## config.mk

```make
export PLATFORM = sky130hd
export DESIGN_NAME = alu_sequencer
export DESIGN_NICKNAME = d
export VERILOG_FILES = /design/src/rtl/alu_seq_pkg.sv /design/src/rtl/alu_op_decode.sv /design/src/rtl/alu_sequencer.sv
export SDC_FILE = /design/constraint.sdc
export NUM_CORES = 1
export LEC_CHECK = 0
export CAP_MARGIN = 20
export CORE_MARGIN = 4
export CORE_UTILIZATION = 40
export CTS_CLUSTER_SIZE = 16
export DETAILED_ROUTE_END_ITERATION = 6
export MAX_ROUTING_LAYER = met4
export PLACE_DENSITY = 0.87
export SLEW_MARGIN = 20
export SYNTH_ARGS = -nofsm -noshare
export SYNTH_HDL_FRONTEND = slang
export SYNTH_SLANG_ARGS = --single-unit
export TNS_END_PERCENT = 1
```

## constraint.sdc

```tcl
create_clock -name clk -period 2.1 [get_ports clk]
set_input_delay 0.42 -clock clk [delete_from_list [all_inputs] [get_ports clk]]
set_output_delay 0.42 -clock clk [all_outputs]
set_load 0.02 [all_outputs]
```

## src/rtl/alu_seq_pkg.sv

```systemverilog
// ---------------------------------------------------------------------------
// alu_seq_pkg
// Shared encodings for the ALU command sequencer:
//   - command opcodes as seen on cmd_op (OP_RST .. OP_CMP)
//   - ALU select-line encodings (ALU_SEL_*) and load/shift sub-selects (ALU_LS_*)
//   - sequencer FSM state encoding (ST_IDLE / ST_EXEC / ST_RESP)
// ---------------------------------------------------------------------------
package alu_seq_pkg;

    // Command opcodes; the 3-bit field is fully decoded, 111 is compare.
    localparam logic [2:0] OP_RST = 3'b000;
    localparam logic [2:0] OP_LD  = 3'b001;
    localparam logic [2:0] OP_SHL = 3'b010;
    localparam logic [2:0] OP_SHR = 3'b011;
    localparam logic [2:0] OP_NOR = 3'b100;
    localparam logic [2:0] OP_ADD = 3'b101;
    localparam logic [2:0] OP_SUB = 3'b110;
    localparam logic [2:0] OP_CMP = 3'b111;

    // ALU main select; SUB and CMP share the subtractor.
    localparam logic [1:0] ALU_SEL_LS  = 2'b00;
    localparam logic [1:0] ALU_SEL_NOR = 2'b01;
    localparam logic [1:0] ALU_SEL_ADD = 2'b10;
    localparam logic [1:0] ALU_SEL_SUB = 2'b11;

    // Load/shift sub-select, only meaningful when the main select is ALU_SEL_LS.
    localparam logic [1:0] ALU_LS_RST = 2'b00;
    localparam logic [1:0] ALU_LS_SHL = 2'b01;
    localparam logic [1:0] ALU_LS_LD  = 2'b10;
    localparam logic [1:0] ALU_LS_SHR = 2'b11;

    // Sequencer states.
    localparam logic [1:0] ST_IDLE = 2'd0;
    localparam logic [1:0] ST_EXEC = 2'd1;
    localparam logic [1:0] ST_RESP = 2'd2;

endpackage

```

## src/rtl/alu_op_decode.sv

```systemverilog
// ---------------------------------------------------------------------------
// alu_op_decode
// Purely combinational opcode decoder for the ALU sequencer.
// Ports:
//   i_op            command opcode (OP_RST .. OP_CMP)
//   o_alu_sel       ALU main select lines
//   o_alu_ls        ALU load/shift sub-select
//   o_wr_acc        1 when the ALU result is written back to the accumulator
//   o_is_shift      1 for SHL/SHR, which may repeat for several cycles
//   o_a_from_data   1 when ALU operand a comes from the command data (LD)
// ---------------------------------------------------------------------------
module alu_op_decode
    import alu_seq_pkg::*;
(
    input  logic [2:0] i_op,
    output logic [1:0] o_alu_sel,
    output logic [1:0] o_alu_ls,
    output logic       o_wr_acc,
    output logic       o_is_shift,
    output logic       o_a_from_data
);

    // Map each opcode onto the ALU select lines and the sequencer control
    // bits. CMP drives the subtractor exactly like SUB but leaves the
    // accumulator untouched, so only its write-enable differs.
    always_comb begin
        o_alu_sel     = ALU_SEL_LS;
        o_alu_ls      = ALU_LS_RST;
        o_wr_acc      = 1'b1;
        o_is_shift    = 1'b0;
        o_a_from_data = 1'b0;
        case (i_op)
            OP_RST: begin
                o_alu_sel = ALU_SEL_LS;
                o_alu_ls  = ALU_LS_RST;
            end
            OP_LD: begin
                o_alu_sel     = ALU_SEL_LS;
                o_alu_ls      = ALU_LS_LD;
                o_a_from_data = 1'b1;
            end
            OP_SHL: begin
                o_alu_sel  = ALU_SEL_LS;
                o_alu_ls   = ALU_LS_SHL;
                o_is_shift = 1'b1;
            end
            OP_SHR: begin
                o_alu_sel  = ALU_SEL_LS;
                o_alu_ls   = ALU_LS_SHR;
                o_is_shift = 1'b1;
            end
            OP_NOR: o_alu_sel = ALU_SEL_NOR;
            OP_ADD: o_alu_sel = ALU_SEL_ADD;
            OP_SUB: o_alu_sel = ALU_SEL_SUB;
            OP_CMP: begin
                o_alu_sel = ALU_SEL_SUB;
                o_wr_acc  = 1'b0;
            end
            default: begin
                o_alu_sel = ALU_SEL_LS;
                o_alu_ls  = ALU_LS_RST;
            end
        endcase
    end

endmodule

```

## src/rtl/alu_sequencer.sv

```systemverilog
// ---------------------------------------------------------------------------
// alu_sequencer
// Command-driven controller for an external 8-bit combinational ALU. Owns the
// accumulator and the carry/zero flag registers, accepts one command at a time
// over a valid/ready port, repeats shift ops for multi-bit shifts and returns
// a response over a second valid/ready port.
// Ports:
//   clk, rst_n                  clock (rising edge), synchronous active-low reset
//   cmd_valid/cmd_ready         command handshake (ready only in IDLE)
//   cmd_op, cmd_data, cmd_cnt   opcode, operand, shift repeat count minus one
//   alu_a, alu_b                ALU operands (zero outside EXEC)
//   alu_sel, alu_ls             ALU select lines (RST encoding outside EXEC)
//   alu_result/cout/zout        ALU outputs
//   acc_out, flag_c, flag_z     architectural accumulator and flags
//   rsp_valid/rsp_ready         response handshake
//   busy                        high whenever the FSM is not in IDLE
// ---------------------------------------------------------------------------
module alu_sequencer
    import alu_seq_pkg::*;
#(
    parameter int WIDTH = 8,
    parameter int CNT_W = 3
) (
    input  logic             clk,
    input  logic             rst_n,
    input  logic             cmd_valid,
    output logic             cmd_ready,
    input  logic [2:0]       cmd_op,
    input  logic [WIDTH-1:0] cmd_data,
    input  logic [CNT_W-1:0] cmd_cnt,
    output logic [WIDTH-1:0] alu_a,
    output logic [WIDTH-1:0] alu_b,
    output logic [1:0]       alu_sel,
    output logic [1:0]       alu_ls,
    input  logic [WIDTH-1:0] alu_result,
    input  logic             alu_cout,
    input  logic             alu_zout,
    output logic [WIDTH-1:0] acc_out,
    output logic             flag_c,
    output logic             flag_z,
    output logic             rsp_valid,
    input  logic             rsp_ready,
    output logic             busy
);

    logic [1:0]       r_state;
    logic [2:0]       r_op;
    logic [WIDTH-1:0] r_data;
    logic [CNT_W-1:0] r_cnt;
    logic [CNT_W-1:0] r_iter;
    logic [WIDTH-1:0] r_acc;
    logic             r_flag_c;
    logic             r_flag_z;

    logic [1:0]       w_dec_sel;
    logic [1:0]       w_dec_ls;
    logic             w_wr_acc;
    logic             w_is_shift;
    logic             w_a_from_data;
    logic             w_exec;
    logic             w_last_iter;

    // Decode always runs from the latched opcode, so the ALU controls stay
    // stable for the whole command regardless of what cmd_op does meanwhile.
    alu_op_decode u_decode (
        .i_op          (r_op),
        .o_alu_sel     (w_dec_sel),
        .o_alu_ls      (w_dec_ls),
        .o_wr_acc      (w_wr_acc),
        .o_is_shift    (w_is_shift),
        .o_a_from_data (w_a_from_data)
    );

    assign w_exec      = (r_state == ST_EXEC);
    assign w_last_iter = !w_is_shift || (r_iter == r_cnt);

    // The ALU is parked in its RST encoding with zero operands whenever no
    // command is executing, so it never toggles while the sequencer is idle.
    assign alu_sel = w_exec ? w_dec_sel : ALU_SEL_LS;
    assign alu_ls  = w_exec ? w_dec_ls  : ALU_LS_RST;
    assign alu_a   = w_exec ? (w_a_from_data ? r_data : r_acc) : '0;
    assign alu_b   = w_exec ? r_data : '0;

    assign cmd_ready = (r_state == ST_IDLE);
    assign busy      = (r_state != ST_IDLE);
    assign rsp_valid = (r_state == ST_RESP);
    assign acc_out   = r_acc;
    assign flag_c    = r_flag_c;
    assign flag_z    = r_flag_z;

    // Control FSM: latch the command in IDLE, stay in EXEC until the last
    // shift iteration (a single cycle for everything else), then hold the
    // response until it is consumed. Reset drops any in-flight command, so an
    // aborted shift never produces a response.
    always_ff @(posedge clk) begin
        if (!rst_n) begin
            r_state <= ST_IDLE;
            r_op    <= '0;
            r_data  <= '0;
            r_cnt   <= '0;
            r_iter  <= '0;
        end else begin
            case (r_state)
                ST_IDLE: begin
                    if (cmd_valid) begin
                        r_op    <= cmd_op;
                        r_data  <= cmd_data;
                        r_cnt   <= cmd_cnt;
                        r_iter  <= '0;
                        r_state <= ST_EXEC;
                    end
                end
                ST_EXEC: begin
                    if (w_last_iter) begin
                        r_state <= ST_RESP;
                    end else begin
                        r_iter <= r_iter + CNT_W'(1);
                    end
                end
                ST_RESP: begin
                    if (rsp_ready) begin
                        r_state <= ST_IDLE;
                    end
                end
                default: r_state <= ST_IDLE;
            endcase
        end
    end

    // Architectural state: flags follow the ALU on every EXEC cycle, so for a
    // repeated SHL the carry left behind is the bit pushed out by the final
    // iteration. Compare updates the flags but never the accumulator.
    always_ff @(posedge clk) begin
        if (!rst_n) begin
            r_acc    <= '0;
            r_flag_c <= 1'b0;
            r_flag_z <= 1'b1;
        end else if (w_exec) begin
            r_flag_c <= alu_cout;
            r_flag_z <= alu_zout;
            if (w_wr_acc) begin
                r_acc <= alu_result;
            end
        end
    end

endmodule

```

## Word level (Yosys, flattened, before mapping)

Index checks and enable logic that the tools add are counted.

- Add/subtract/negate cells: 1
- Multiply operators: 0
- Divide/modulo/power cells: 0
- Magnitude comparators: 0
- Eq/ne operators: 14
- Shift-type cells: 0
- Muxes and demuxes: 16
- Bitwise gates (word level): 1
- Reductions and logical operators: 13

Operators by type and width:

| cell | count |
|---|---|
| 8-bit 2-to-1 mux | 3 |
| 3-bit == test (second input constant) | 4 |
| 2-bit case mux with 3 select lines | 2 |
| 2-bit 2-to-1 mux | 5 |
| 2-bit case mux with 4 select lines | 1 |
| 3-bit by 2-bit == test with 1-bit output (second input constant) | 2 |
| 3-bit 2-to-1 mux | 2 |
| 3-bit case mux with 2 select lines | 1 |
| 3-bit AND reduction | 2 |
| 2-bit by 1-bit != test with 1-bit output (second input constant) | 2 |
| 2-bit != test (second input constant) | 2 |
| 2-bit AND reduction | 2 |
| 2-bit nonzero test | 2 |
| 2-bit OR reduction | 2 |
| 4-bit OR reduction | 1 |
| 3-bit by 1-bit adder with 3-bit output (second input constant) | 1 |
| 3-bit by 1-bit == test with 1-bit output (second input constant) | 1 |
| 3-bit == test | 1 |
| 3-bit logical NOT | 1 |
| 2-bit by 1-bit == test with 1-bit output (second input constant) | 1 |
| 2-bit == test (second input constant) | 1 |
| 2-bit logical NOT | 1 |
| 1-bit 2-to-1 mux | 2 |
| 1-bit logical NOT | 1 |
| other kinds (2) | 2 |

- Bits in registers: 29
- Bits in latches: 0
- RAM bits: 0
- ROM bits: 0
- Input bits: 28
- Output and inout port bits: 33
- Word-level logic and storage cells: 53
- Memories kept: 0

## Longest topological paths before layout

- Depth after elaboration: 7
- Depth in mapped cells: 5
- Mapped depth without buffers: 3

## By module

Synthesis repeated with hierarchy kept, for this count alone.

- Cells, all modules: 178
- Area total of the unflattened synthesis: 1,447.6 um^2

Modules (own cells, without submodules):

| module | times used | cells each | area an instance (um^2) | sequential area each (um^2) |
|---|---|---|---|---|
| alu_sequencer | 1 | 170 | 1,397.6 | 580.6 |
| alu_op_decode | 1 | 8 | 50.0 | 0.0 |

## Worst setup path before layout

OpenSTA, ideal clock, no wires.

- Path type: register to output
- From: register r_state[1]
- To: output alu_ls[1]
- Arrival: 1.325 ns
- Required time: 1.680 ns
- Path slack: 0.355 ns
- Cell stages (with the launch flop): 5
- Buffers on the path: 2
- Cell sequence: dfxtp_1 -> nand2b_1 -> buf_2 -> buf_2 -> nor3b_1

- Longest elaborated chain between the ends: 2

RTL lines:

| what | line | text |
|---|---|---|
| start, declared | alu_sequencer.sv:46 | `logic [1:0] r_state;` |
| start signal, assigned | alu_sequencer.sv:97 | `r_state <= ST_IDLE;` |
| start signal, assigned | alu_sequencer.sv:110 | `r_state <= ST_EXEC;` |
| start signal, assigned | alu_sequencer.sv:115 | `r_state <= ST_RESP;` |
| 2-bit by 1-bit == test with 1-bit output | alu_sequencer.sv:74 | `assign w_exec = (r_state == ST_EXEC);` |
| 2-bit 2-to-1 mux | alu_sequencer.sv:80 | `assign alu_ls = w_exec ? w_dec_ls : ALU_LS_RST;` |
| end, declared | alu_sequencer.sv:34 | `output logic [1:0] alu_ls,` |

Every way passes these cells.

## Worst setup path in the final report

- From: register r_op[2]
- To: output alu_a[3]

- Longest elaborated chain between the ends: 4

RTL lines:

| what | line | text |
|---|---|---|
| start, declared | alu_sequencer.sv:47 | `logic [2:0] r_op;` |
| start signal, assigned | alu_sequencer.sv:106 | `r_op <= cmd_op;` |
| 3-bit by 1-bit == test with 1-bit output | alu_op_decode.sv:32 | `case (i_op)` |
| 1-bit 2-to-1 mux | alu_op_decode.sv:32 |  |
| 8-bit 2-to-1 mux (2 in a row) | alu_sequencer.sv:81 | `assign alu_a = w_exec ? (w_a_from_data ? r_data : r_acc) : '0;` |
| end, declared | alu_sequencer.sv:31 | `output logic [WIDTH-1:0] alu_a,` |

Every way passes these cells.

==> reports/metrics.csv <==
stage,metric,value,unit
min_path,hold_start,flag_c,
drt,firstDrtPassIters,4,
yosys,syn_area,1450,µm²
yosys,synth-edff-count,0,
global_route,grt_pass1_vias,1350,
flow_run,maxCapViolations,0,
global_route,gr-usage-all-layers,19.1,%
sta,min_period,2.05,ns
drt,top_layer_used,met4,
setup_path,path_max_fanout,7,
drt,wl_per_cell,13.5,µm
min_path,hold_path_depth,2,
setup_path,cp_num_buf_inv,3,
clocking,ctsHtreeMaxLevel,2,
power,powerDensity,541,nW/µm²
yosys,synth_top_cell_by_area,dfxtp_1,
floorplanning,ios,61,
clocking,cts-root-buf,clkbuf_4,
drt,route.detailed.drc,0,
power,power_leakage,0.951,nW
cells_and_area,final_core_util,64.9,%
drt,wl_met2,1930,µm
clocking,cts_buffers,5,
setup_path,slowest_delay,0.32,ns
sta,holdWs,0.469,ns
global_route,grt.overflow.total,0,
yosys,synthArstFlopShare,0,%
setup_path,reg2regPathDepth,3,
drt,wl_met3,323,µm
place,io_buffers,60,
min_path,hp-class,register to register,
setup_path,cp_top_family,buffers and inverters,
drt,viasPerCell,4.91,
yosys,synth_cell_type_count,30,
sta,skew,0.0107,ns
sta,min_period_over_period,97.4,%
yosys,ys_top_cells_by_area,"dfxtp_1, nand2_1, a21boi_0",
cells_and_area,fin_area,2220,µm²
floorplanning,dieArea,4660,µm²
sta,tightest_slew,0.496,ns
place,dp_hpwl,2950,µm
global_route,grt_max_degree,33,
sta,setup_tns,0,ns
sta,fmax,0.489,GHz
yosys,synth_ff_type,dfxtp_1,
setup_path,cp.arrival,1.63,ns
yosys,synth_top_area_share,39.9,%
place,gp_congestion,0.899,
status,status,"complete, no violations",
power,ir_worst_vdd,0.353,mV
yosys,ys_ff_latch,29,
floorplanning,core,3420,µm²
drt,wl_met1,1630,µm
clocking,hold_buffers,0,
sta,relSlewSlack,66.8,%
floorplanning,rows,21,
cells_and_area,num_antenna_cells,0,
drt,wl,3940,µm
setup_path,cp.required,1.68,ns
setup_path,crit_chain,nor3b_2 -> buf_6 -> buf_4 -> mux2i_1 -> nor2_1 -> clkdlybuf4s15_1,
setup_path,crit_type,register to output port,
setup_path,r2r_start,r_iter[0],
min_path,min_to,flag_c,
global_route,grt_pass1_wl,6260,µm
setup_path,crit_slowest_cell,dfxtp_1,
yosys,yosysWarnings,0,
cells_and_area,nets,273,
place,postPlaceCellArea,2160,µm²
sta,rsz0062_at_grt,yes,
setup_path,worstReg2RegEnd,r_iter[1],
sta,finalSetupViolations,0,
drt,ant_nets,0,
setup_path,ff2ff_setup_slack,0.73,ns
yosys,synth.net_count,201,
sta,drv_slew,0,
global_route,antenna_found_initial,0,
cells_and_area,drive_above_1_share,14.7,%
clocking,tritoncts,done,
sta,hold_viol,0,
floorplanning,die_y,68.3,µm
yosys,synth-seq-area-share,39.9,%
yosys,syn_area_per_cell,8.45,µm²
setup_path,endpoint_kind,output port,
drt,num_vias,1430,
clocking,clock-sinks,29,
floorplanning,start_util,42.6,%
floorplanning,die_x,68.3,µm
clocking,cts_buffer_depth,2,
yosys,syn_inst,172,
clocking,cts.clk_slew.worst_paths,0.09,ns
cells_and_area,area_growth_syn_to_layout,52.4,%
clocking,clock_latency,0.33,ns
drt,drtIter0Drc,47,
setup_path,crit_path_start_kind,register,
worst max-delay path by stage:
stage | startpoint | endpoint | slack [ns] | cells past startpoint
2_1_floorplan | r_state[1] | alu_ls[1] | 0.36 | 4
3_3_place_gp | r_op[0] | alu_a[1] | 0.16 | 5
3_5_place_dp | r_op[0] | alu_a[0] | 0.12 | 5
4_1_cts | r_op[1] | alu_a[1] | 0.002 | 6
5_1_grt | r_op[2] | alu_a[3] | -0.05 | 6
6_report | r_op[2] | alu_a[3] | 0.05 | 6
per-layer routing:
| metal | global-route usage [%] | up-vias |
|---|---|---|
| li1 | - | 729 |
| met5 | - | - |
| met1 | 20.8 | 645 |
| met4 | 6.70 | 0 |
| met2 | 31.8 | 50 |
| met3 | 7.22 | 6 |
power breakdown:
part	switching [W]	total, W	internal, W
Combinational	0.000131	0.000278	0.000147
Sequential	0.0000214	0.000602	0.000581
Clock	0.000192	0.000319	0.000127
cells in the mapped netlist, drive strengths merged, types with 2 or more instances:
master  instances
a21boi         24
and2            8
buf             7
clkbuf          5
dfxtp          29
inv             2
mux2i          11
nand2          33
nand3          14
nand3b          2
nor2           11
nor2b           2
nor3b           3
o21ai           8
xor2            3
worst min-delay path: cells and delay by family (launching register included):
family             cells  cell delay [ns]
DFF                    1             0.32
and+or+nand+nor        1             0.05
AOI/OAI and AO/OA      1             0.06
cells in the final DEF, fill, tap and decap left out, drive strengths merged:
cell type      netlist  final
nor2b                2      2
and2b                1      1
dlymetal6s2s         0      2
clkinv               0      2
buf                  7     19
nor2                11     11
nand2b               1      1
clkdlybuf4s50        0     38
mux2i               11     11
and4bb               1      1
a32o                 1      1
ha                   1      1
nor3b                3      3
dfxtp               29     29
xor2                 3      3
a21oi                1      1
or3b                 1      1
o21ai                8      8
o31ai                1      1
inv                  2      2
a21boi              24     24
nand3               14     14
o311ai               1      1
and3                 1      1
and2                 8      8
clkbuf               5      7
nand3b               2      2
nand2               33     33
clkdlybuf4s15        0      5
dlygate4sd2          0     12
area by class of cell:
type	instances	area, µm²
Multi-Input combinational cell	129	811
Sequential cell	29	582
Clock buffer	6	41.3
Timing Repair Buffer	77	707
Inverter	2	7.51
Clock inverter	2	10.0
Tap cell	46	57.6
Fill cell	298	1200
cell families (layout without fill, tap and decap cells):
family | Yosys count | in the layout | synth area share (%)
adder cells (fa/ha/maj) | 1 | 1 | 0.860
multiplexers | 11 | 11 | 7.57
XOR/XNOR | 3 | 3 | 1.81
buffers and inverters | 14 | 87 | 4.65
AND/OR/NAND/NOR | 78 | 78 | 27.3
flip-flops | 29 | 29 | 39.9
AO/OA/AOI/OAI | 36 | 36 | 17.9
state kept, by name (all words and copies together) (netlist names):
register	cells
r_data	8
flag_z	1
r_cnt	3
r_op	3
r_state	2
acc_out	8
flag_c	1
r_iter	3
per-stage QoR:
step | worst slack (ns) | total power [W] | cells
detailed placement | 0.115 | 0.000891 | 280
floorplan | 0.355 | 0.000749 | 172
finish | 0.0548 | 0.00120 | 291
global placement | 0.162 | 0.000886 | 280
CTS | 0.00219 | 0.00121 | 289
global route | -0.0473 | 0.00127 | 291
what timing repair did:
item / 4_1_cts / 5_1_grt
pin swaps: 0 / 1
endpoints found under the setup margin: 20 / 15
buffers inserted: 1 / 2
gates resized for setup: 26 / 12
No activity file was read; power rests on OpenSTA's default activity.
